### src/rtl/glitch_detector.sv
// Lockstep comparator: realigns the primary stream to the lagging shadow core,
// compares every armed cycle and escalates repeated mismatches to a sticky alarm.
module glitch_detector #(
    parameter int DATA_WIDTH = 32,
    parameter int DELAY      = 2,
    parameter int THRESHOLD  = 3,
    parameter int WINDOW     = 16
) (
    input  logic                  clk,
    input  logic                  reset,
    input  logic                  enable,
    input  logic [DATA_WIDTH-1:0] primary_data,
    input  logic                  primary_valid,
    input  logic [DATA_WIDTH-1:0] shadow_data,
    input  logic                  shadow_valid,
    input  logic                  clear,
    output logic                  mismatch,
    output logic                  alarm,
    output logic                  suspect,
    output logic [7:0]            fault_count,
    output logic [DATA_WIDTH-1:0] syndrome
);

    typedef enum logic [1:0] {
        IDLE    = 2'd0,
        MONITOR = 2'd1,
        SUSPECT = 2'd2,
        ALARM   = 2'd3
    } state_t;

    localparam logic [3:0] ARM_DONE    = 4'(DELAY);
    localparam logic [3:0] THRESH_L    = 4'(THRESHOLD);
    localparam logic [7:0] WINDOW_LAST = 8'(WINDOW - 1);

    logic [DATA_WIDTH-1:0] line_data_reg  [DELAY];
    logic                  line_valid_reg [DELAY];
    logic [3:0]            arm_count_reg;

    state_t                state_reg, state_next;
    logic [3:0]            streak_reg, streak_next;
    logic [7:0]            clean_reg, clean_next;
    logic [DATA_WIDTH-1:0] syndrome_reg, syndrome_next;
    logic                  mismatch_reg;
    logic                  alarm_reg;
    logic                  suspect_reg;
    logic [7:0]            fault_count_reg;

    logic [DATA_WIDTH-1:0] delayed_data;
    logic                  delayed_valid;
    logic                  armed;
    logic                  compare_en;
    logic                  valid_diff;
    logic                  data_diff;
    logic                  hit;
    logic [DATA_WIDTH-1:0] hit_syndrome;
    logic [3:0]            streak_inc;

    // Disabled cycles push bubbles so stale samples never reach the compare.
    always_ff @(posedge clk or posedge reset) begin
        if (reset) begin
            for (int i = 0; i < DELAY; i++) begin
                line_data_reg[i]  <= '0;
                line_valid_reg[i] <= 1'b0;
            end
        end else begin
            line_data_reg[0]  <= primary_data;
            line_valid_reg[0] <= enable & primary_valid;
            for (int i = 1; i < DELAY; i++) begin
                line_data_reg[i]  <= line_data_reg[i-1];
                line_valid_reg[i] <= line_valid_reg[i-1];
            end
        end
    end

    assign delayed_data  = line_data_reg[DELAY-1];
    assign delayed_valid = line_valid_reg[DELAY-1];

    always_ff @(posedge clk or posedge reset) begin
        if (reset) begin
            arm_count_reg <= '0;
        end else if (!enable) begin
            arm_count_reg <= '0;
        end else if (!armed) begin
            arm_count_reg <= arm_count_reg + 4'd1;
        end
    end

    assign armed        = (arm_count_reg == ARM_DONE);
    assign compare_en   = enable & armed;
    assign valid_diff   = delayed_valid ^ shadow_valid;
    assign data_diff    = delayed_valid & shadow_valid & (delayed_data != shadow_data);
    assign hit          = compare_en & (valid_diff | data_diff);
    assign hit_syndrome = valid_diff ? '1 : (delayed_data ^ shadow_data);
    assign streak_inc   = streak_reg + 4'd1;

    // Clear wins over any same-cycle mismatch for the episode state.
    always_comb begin
        state_next    = state_reg;
        streak_next   = streak_reg;
        clean_next    = clean_reg;
        syndrome_next = syndrome_reg;
        if (clear) begin
            state_next    = enable ? MONITOR : IDLE;
            streak_next   = '0;
            clean_next    = '0;
            syndrome_next = '0;
        end else begin
            case (state_reg)
                IDLE: begin
                    if (enable) state_next = MONITOR;
                end
                MONITOR: begin
                    if (!enable) begin
                        state_next = IDLE;
                    end else if (hit) begin
                        streak_next   = 4'd1;
                        clean_next    = '0;
                        syndrome_next = hit_syndrome;
                        state_next    = (THRESHOLD <= 1) ? ALARM : SUSPECT;
                    end
                end
                SUSPECT: begin
                    if (!enable) begin
                        state_next  = IDLE;
                        streak_next = '0;
                        clean_next  = '0;
                    end else if (hit) begin
                        streak_next = streak_inc;
                        clean_next  = '0;
                        if (streak_inc >= THRESH_L) state_next = ALARM;
                    end else if (compare_en) begin
                        if (clean_reg == WINDOW_LAST) begin
                            state_next  = MONITOR;
                            streak_next = '0;
                            clean_next  = '0;
                        end else begin
                            clean_next = clean_reg + 8'd1;
                        end
                    end
                end
                ALARM: begin
                    state_next = ALARM;
                end
                default: state_next = IDLE;
            endcase
        end
    end

    always_ff @(posedge clk or posedge reset) begin
        if (reset) begin
            state_reg       <= IDLE;
            streak_reg      <= '0;
            clean_reg       <= '0;
            syndrome_reg    <= '0;
            mismatch_reg    <= 1'b0;
            alarm_reg       <= 1'b0;
            suspect_reg     <= 1'b0;
            fault_count_reg <= '0;
        end else begin
            state_reg    <= state_next;
            streak_reg   <= streak_next;
            clean_reg    <= clean_next;
            syndrome_reg <= syndrome_next;
            mismatch_reg <= hit;
            alarm_reg    <= (state_next == ALARM);
            suspect_reg  <= (state_next == SUSPECT);
            if (hit && fault_count_reg != 8'hFF) begin
                fault_count_reg <= fault_count_reg + 8'd1;
            end
        end
    end

    assign mismatch    = mismatch_reg;
    assign alarm       = alarm_reg;
    assign suspect     = suspect_reg;
    assign fault_count = fault_count_reg;
    assign syndrome    = syndrome_reg;

endmodule

### config.mk
export PLATFORM = sky130hd
export DESIGN_NAME = glitch_detector
export DESIGN_NICKNAME = d
export VERILOG_FILES = /design/src/rtl/glitch_detector.sv
export SDC_FILE = /design/constraint.sdc
export NUM_CORES = 1
export LEC_CHECK = 0
export ABC_AREA = 1
export BUFFER_PORTS_ARGS = -buffer_cell sky130_fd_sc_hd__buf_4
export CORE_MARGIN = 2
export CORE_UTILIZATION = 40
export CTS_BUF_LIST = sky130_fd_sc_hd__clkbuf_2
export DETAILED_ROUTE_END_ITERATION = 16
export GPL_TIMING_DRIVEN = 0
export MAX_ROUTING_LAYER = met4
export PLACE_DENSITY = 0.69
export SLEW_MARGIN = 20
export SYNTH_ARGS = -nofsm -noshare
export SYNTH_HDL_FRONTEND = slang
export SYNTH_SLANG_ARGS = --single-unit
### constraint.sdc
create_clock -name clk -period 8.85 [get_ports clk]
set_input_delay 0 -clock clk [delete_from_list [all_inputs] [get_ports clk]]
set_output_delay 0 -clock clk [all_outputs]
set_load 0.01 [all_outputs]
==> results.py, run 1 <==
metrics = {
    "setup_path": {
        "crit_arrival_ns": 3.38,
        "ff2ff_setup_slack_ns": 6.08,
        "crit_slowest_cell": "sky130_fd_sc_hd__dlygate4sd3_1",
        "crit_path_cell_trace": "xnor2_1 > nand2_1 > nor2_1 > nand2_1 > nor2_1 > nand2_1 > nand2_2 > nand2_4 > nand3_1 > a21oi_1 > dlygate4sd3_1 > nand2_1 > nand2_1 > dlygate4sd3_1",
        "critPathLaunchType": "register",
        "cp_dominant_cell_by_count": "sky130_fd_sc_hd__nand2_1",
        "worst-endpoint-required_ns": 9.46,
        "end_kind": "register",
        "reg2regPathDepth": 14,
        "timing.rr.end": "streak_reg[0]$_DFFE_PP0P_",
        "max_stage_delay_ns": 0.56,
        "critical_path_peak_fanout": 4,
        "criticalPathCategory": "register to register",
        "timing.rr.start": "delayed_data[29]$_DFF_PP0_",
    },
    "sta": {
        "slew_violations": 0,
        "final_hold_violation_count": 0,
        "hold_ws_ns": 0.185,
        "clock.fmax_ghz": 0.361,
        "setup_ws_ns": 6.08,
        "final.setup.tns_ns": 0,
        "clock-skew-final_ns": 0.0313,
        "setup_violations": 0,
        "rsz0062_at_grt": "no",
        "relSlewSlack_pct": 60.3,
        "final_min_period_over_clock_period_pct": 31.3,
        "max_slew.worst_pin.slew_ns": 0.595,
        "final_period_minus_worst_setup_slack_ns": 2.77,
    },
    "cells_and_area": {
        "layout_commonest_cell": "sky130_fd_sc_hd__nand2_1",
        "syn2layout_area_growth_pct": 44.6,
        "filler_cell_count": 1143,
        "ratio_of_cells_with_drive_above_1_in_the_final_layout_pct": 20.2,
        "most-common-layout-cells": "sky130_fd_sc_hd__nand2_1, sky130_fd_sc_hd__dfrtp_1, sky130_fd_sc_hd__buf_4",
        "num-nets-final": 930,
        "finalNonFillerCells": 1043,
    },
    "clock_tree": {
        "cts_buffer_depth": 2,
        "cts-buffers-inserted": 17,
        "h_tree_depth": 4,
        "cts_resized": 0,
        "cts.clk_slew.worst_paths_ns": 0.21,
        "tritoncts_num_sinks": 127,
        "holdBufCountCts": 107,
        "cts_root_buffer": "sky130_fd_sc_hd__clkbuf_2",
        "cts.repair_timing.setup_buffer_count": 0,
        "clock_insertion_delay_worst_skew_ns": 0.73,
        "cts_tree": "built",
    },
    "grt": {
        "grt_max_degree": 67,
        "initial_antenna_violation_count": 1,
        "grt_pass1_vias": 4910,
        "grt_pass1_wl_mm": 23.5,
        "grtUsageTotal_pct": 21.6,
        "global_route_overflow": 0,
    },
    "pwr": {
        "static-leakage-power_nw": 4.12,
        "max-vdd-ir-drop_uv": 105,
        "power.density_cell_area_mw_per_mm2": 160,
    },
    "drt": {
        "drc_errors": 0,
        "drtAntennaViolNets": 0,
        "detailroute.via_count": 4781,
        "dr.first_iter.drc_count": 332,
        "wl_per_cell_microns": 13.7,
        "vias_per_cell": 4.58,
        "dr.pass1.iters": 4,
        "final_wirelength_mm": 14.3,
    },
    "place": {
        "detailedPlace.worstSlack_ns": 6.88,
        "place.port_buffers": 111,
        "placedCellCount": 903,
        "detailed_place_hpwl_mm": 9.17,
        "globalplace.congestion": 0.872,
    },
    "floorplanning": {
        "core-area_sq_mm": 0.0133,
        "core.rowCount": 42,
        "fp.dieH_microns": 121,
        "start_util_pct": 41.0,
        "num_io_pins": 113,
        "die-width_microns": 121,
        "fp.dieArea_sq_mm": 0.0146,
    },
    "synth": {
        "part_of_the_yosys_area_used_for_sequential_elements_pct": 58.3,
        "dominantRegCellSynth": "sky130_fd_sc_hd__dfrtp_1",
        "async_flop_share_pct": 100,
        "post_synth_num_cell_types": 28,
        "synth_nets": 692,
        "syn_avg_cell_area_sq_um": 8.86,
        "synth-edff-count": 0,
        "yosys.area.top_type": "sky130_fd_sc_hd__dfrtp_1",
        "synth.ff_latch_count": 127,
        "synth_cells": 615,
        "main_area_contributors_after_synthesis": "sky130_fd_sc_hd__dfrtp_1, sky130_fd_sc_hd__nand2_1, sky130_fd_sc_hd__inv_1",
        "synth_warnings": 0,
        "yosys.area.top_type_share_pct": 58.3,
        "post_synth_instance_area_sq_mm": 0.00545,
    },
    "worst_hold_path": {
        "holdPathStages": 5,
        "hold_start": "shadow_data[8]",
        "min-delay-path-class": "primary input to register",
        "min_to": "syndrome[8]$_DFFE_PP0P_",
    },
    "run": {
        "drv.max_cap_violation_count": 0,
    },
    "outcome": {
        "status": "completed",
    },
}
## report_power, final
group,internal [mW],leakage (nW),switching (mW)
registers,0.615,1.61,0.0266
clock network,0.164,0.154,0.237
logic,0.107,2.36,0.111
## layer usage
layer	wire (microns)	track usage, %
met5	0	-
met1	6010	25.6
met4	287	8.94
met2	7350	36.1
met3	602	4.53
## how the worst max path moves through the flow
stage | startpoint | to | slack, ns
after floorplan | reset | alarm$_DFF_PP0_ | 5.47
final | delayed_data[29]$_DFF_PP0_ | streak_reg[0]$_DFFE_PP0P_ | 6.08
after global placement | reset | alarm$_DFF_PP0_ | 4.19
after CTS | delayed_data[29]$_DFF_PP0_ | streak_reg[0]$_DFFE_PP0P_ | 6.12
after global routing | delayed_data[29]$_DFF_PP0_ | streak_reg[0]$_DFFE_PP0P_ | 5.91
after detailed placement | delayed_data[29]$_DFF_PP0_ | syndrome[14]$_DFFE_PP0P_ | 6.88
## cell type report
class                   count  area (sq um)  area share (%)
clock buffers              18          90.1            1.14
well taps                 176           220            2.79
diodes                      1          2.50          0.0318
repair buffers            219          1930            24.5
flip-flops and latches    127          3180            40.3
multi-input cells         378          1830            23.2
inverters                  93           357            4.52
plain buffers              17          93.8            1.19
clock inverters            14           181            2.30
## per-stage QoR
stage          total power [mW]  cell area [sq um]  util [%]
2_1_floorplan             0.748               5450         -
3_3_place_gp              0.820               6500      48.9
3_5_place_dp              0.830               6540      49.2
4_1_cts                    1.27               7880      59.3
5_1_grt                    1.33               7880      59.3
6_report                   1.26               7880      59.3
## worst max-delay path: cells and delay by family, from the launching register on
family	cells	cell delay, ns
and+or+nand+nor	10	0.87
AOI/OAI and AO/OA	1	0.06
xor gates and xnor gates	1	0.21
buffers and inverters	2	1.12
DFF	1	0.42
## cells in the mapped netlist (2+ instances only)
| cell | n |
|---|---|
| sky130_fd_sc_hd__nand3_1 | 53 |
| sky130_fd_sc_hd__inv_2 | 6 |
| sky130_fd_sc_hd__nor3_1 | 2 |
| sky130_fd_sc_hd__nor2_1 | 42 |
| sky130_fd_sc_hd__a21oi_1 | 31 |
| sky130_fd_sc_hd__ha_1 | 7 |
| sky130_fd_sc_hd__nand4_1 | 3 |
| sky130_fd_sc_hd__nand3_2 | 3 |
| sky130_fd_sc_hd__buf_2 | 3 |
| sky130_fd_sc_hd__o21ai_1 | 34 |
| sky130_fd_sc_hd__dfrtp_1 | 127 |
| sky130_fd_sc_hd__xor2_1 | 9 |
| sky130_fd_sc_hd__xnor2_1 | 12 |
| sky130_fd_sc_hd__o21ai_0 | 3 |
| sky130_fd_sc_hd__nand2_1 | 166 |
| sky130_fd_sc_hd__nand2_4 | 3 |
| sky130_fd_sc_hd__clkbuf_1 | 8 |
| sky130_fd_sc_hd__inv_1 | 85 |
| sky130_fd_sc_hd__buf_4 | 5 |
| sky130_fd_sc_hd__nand2_2 | 5 |
## logic make-up (layout without fill, tap and decap cells)
family | count (synthesis) | in the layout | share of synthesized area, %
buf+inv | 110 | 361 | 8.17
fa+ha+maj | 7 | 7 | 1.61
other cells | 0 | 1 | 0
simple gates | 280 | 280 | 22.0
compound gates | 70 | 70 | 6.54
xor+xnor | 21 | 21 | 3.37
flops | 127 | 127 | 58.3
(Power assumes the default switching activity.)
==> inputs of run 2 (changes only) <==
Settings changed: PLACE_DENSITY 0.69 to 0.72.
Clock period 8.85 ns to 2.4 ns, I/O delays scaled along.
==> run 2 against run 1 <==
Fmax increased by 23%. Final area grew 1.7%. Flip-flop and latch count stayed put. Clock skew fell by 0.0053 ns. Critical endpoint is now syndrome[30]$_DFFE_PP0P_. Via count hardly changed. Sequential share of layout area is 0.67 points lower.
==> results.py, run 2 (synthesized netlist as in run 1, its figures left out) <==
metrics = {
    "run": {
        "drv.max_cap_violation_count": 0,
    },
    "drt": {
        "wl_per_cell_microns": 13.4,
        "dr.pass1.iters": 4,
        "final_wirelength_mm": 14.0,
        "drtAntennaViolNets": 0,
        "drc_errors": 0,
        "vias_per_cell": 4.58,
        "detailroute.via_count": 4777,
        "dr.first_iter.drc_count": 214,
    },
    "setup_path": {
        "timing.rr.end": "syndrome[30]$_DFFE_PP0P_",
        "ff2ff_setup_slack_ns": 0.15,
        "crit_path_max_delay_family": "buffers and inverters",
        "critical_path_peak_fanout": 6,
        "max_stage_delay_ns": 0.55,
        "end_kind": "register",
        "levels_on_crit_path": 9,
        "crit_path_cell_trace": "ha_1 > clkbuf_1 > inv_1 > nand2_4 > nand2_4 > inv_2 > nand3_4 > o21ai_1 > dlygate4sd3_1",
        "crit_arrival_ns": 2.88,
        "crit_buf_inv": 4,
        "crit_slowest_cell": "sky130_fd_sc_hd__dlygate4sd3_1",
        "timing.rr.start": "delayed_valid$_DFF_PP0_",
        "critPathLaunchType": "register",
        "cp_dominant_cell_by_count": "sky130_fd_sc_hd__nand2_4",
        "worst-endpoint-required_ns": 3.03,
        "critical_path.endpoint": "syndrome[30]$_DFFE_PP0P_",
        "reg2regPathDepth": 9,
        "timing.critical_path.from": "delayed_valid$_DFF_PP0_",
        "criticalPathCategory": "register to register",
    },
    "cells_and_area": {
        "num-nets-final": 931,
        "layout_commonest_cell": "sky130_fd_sc_hd__nand2_1",
        "finalCoreUtilization_pct": 60.3,
        "ratio_of_cells_with_drive_above_1_in_the_final_layout_pct": 20.6,
        "most-common-layout-cells": "sky130_fd_sc_hd__nand2_1, sky130_fd_sc_hd__dfrtp_1, sky130_fd_sc_hd__buf_4",
        "syn2layout_area_growth_pct": 47.0,
    },
    "floorplanning": {
        "start_util_pct": 41.0,
        "core-area_sq_mm": 0.0133,
        "core.rowCount": 42,
        "die-width_microns": 121,
        "num_io_pins": 113,
        "fp.dieH_microns": 121,
        "fp.dieArea_sq_mm": 0.0146,
    },
    "clock_tree": {
        "cts.clk_slew.worst_paths_ns": 0.18,
        "h_tree_depth": 4,
        "cts_root_buffer": "sky130_fd_sc_hd__clkbuf_2",
        "cts-buffers-inserted": 17,
        "tritoncts_num_sinks": 127,
        "cts.repair_timing.setup_buffer_count": 0,
        "clock_insertion_delay_worst_skew_ns": 0.68,
        "cts_buffer_depth": 2,
        "cts_tree": "built",
    },
    "place": {
        "detailed_place_hpwl_mm": 8.92,
        "place.port_buffers": 111,
        "globalplace.congestion": 0.824,
        "detailedPlace.worstSlack_ns": 0.433,
    },
    "sta": {
        "clock.fmax_ghz": 0.444,
        "final_min_period_over_clock_period_pct": 93.9,
        "final_period_minus_worst_setup_slack_ns": 2.25,
        "max_slew.worst_pin.slew_ns": 0.738,
        "final.setup.tns_ns": 0,
        "setup_violations": 0,
        "rsz0062_at_grt": "no",
        "final_hold_violation_count": 0,
        "setup_ws_ns": 0.146,
        "clock-skew-final_ns": 0.0260,
        "relSlewSlack_pct": 50.7,
        "hold_ws_ns": 0.201,
        "slew_violations": 0,
    },
    "worst_hold_path": {
        "min-delay-path-class": "primary input to register",
    },
    "grt": {
        "grt_pass1_wl_mm": 23.2,
        "global_route_overflow": 0,
        "initial_antenna_violation_count": 1,
        "grtUsageTotal_pct": 21.4,
        "grt_pass1_vias": 4868,
        "grt_max_degree": 35,
    },
    "pwr": {
        "static-leakage-power_nw": 4.19,
        "totalPowerFinal_mw": 5.06,
        "max-vdd-ir-drop_uv": 813,
        "power.density_cell_area_mw_per_mm2": 631,
    },
    "outcome": {
        "status": "completed",
    },
}
==> run 2: cell count changes in the layout (fill, tap and decap cells not counted), sizes merged <==
| cell | change |
|---|---|
| inv | -6 |
| bufinv | +5 |
| clkinv | +1 |
| clkinvlp | -2 |
| buf | +2 |
| dlygate4sd3 | -1 |
| clkbuf | +2 |
==> run 2: area by class of cell <==
type                       count  area, sq um
clock inverter                12          263
inverter                      93          355
multi-input combinational    378         1850
clock buffer                  20          100
antenna                        1         2.50
buffer                        17         93.8
tap                          176          220
sequential                   127         3180
fill                        1105         5280
timing repair buffer         220         1950
==> run 2: routing by layer <==
metal / vias to the layer above / track usage [%] / part of all wire (%)
li1: 2394 / - / -
met1: 2227 / 25.9 / 44
met2: 142 / 35.8 / 50
met3: 14 / 3.96 / 4.8
met4: 0 / 8.21 / 1.6
met5: - / - / 0
==> run 2: power by group <==
part           switching [mW]  internal (mW)
combinational           0.410          0.396
clock                   0.780           1.11
sequential             0.0984           2.27
total                    1.29           3.77
==> run 2: metrics by stage <==
stage	instances	cell area [sq um]
2_1_floorplan	615	5450
3_3_place_gp	902	6510
3_5_place_dp	905	6570
4_1_cts	1043	7990
5_1_grt	1044	8010
6_report	1044	8010
==> run 2: worst reg2reg max path, cell delays in order, from the launching register on <==
cell                            delay, ns
sky130_fd_sc_hd__dfrtp_1             0.40
sky130_fd_sc_hd__ha_1                0.26
sky130_fd_sc_hd__clkbuf_1            0.30
sky130_fd_sc_hd__inv_1               0.13
sky130_fd_sc_hd__nand2_4             0.12
sky130_fd_sc_hd__nand2_4             0.09
sky130_fd_sc_hd__inv_2               0.12
sky130_fd_sc_hd__nand3_4             0.10
sky130_fd_sc_hd__o21ai_1             0.13
sky130_fd_sc_hd__dlygate4sd3_1       0.55
==> run 2: how the worst min path moves through the flow <==
stage	end	slack [ns]	cells past startpoint	startpoint
2_1_floorplan	line_data_reg[32]$_DFF_PP0_	0.03	0	primary_data[0]
3_5_place_dp	line_data_reg[36]$_DFF_PP0_	0.11	1	primary_data[4]
6_report	state_reg[0]$_DFF_PP0_	0.20	5	clear
3_3_place_gp	line_data_reg[54]$_DFF_PP0_	0.11	1	primary_data[22]
4_1_cts	state_reg[0]$_DFF_PP0_	0.13	5	clear
5_1_grt	state_reg[0]$_DFF_PP0_	0.12	4	enable
==> run 2: repair_timing <==
action | 4_1_cts | 5_1_grt
setup endpoints to repair | 0 | 1
hold endpoints to repair | 181 | 0
resized for setup | 0 | 4
hold buffers | 106 | 0
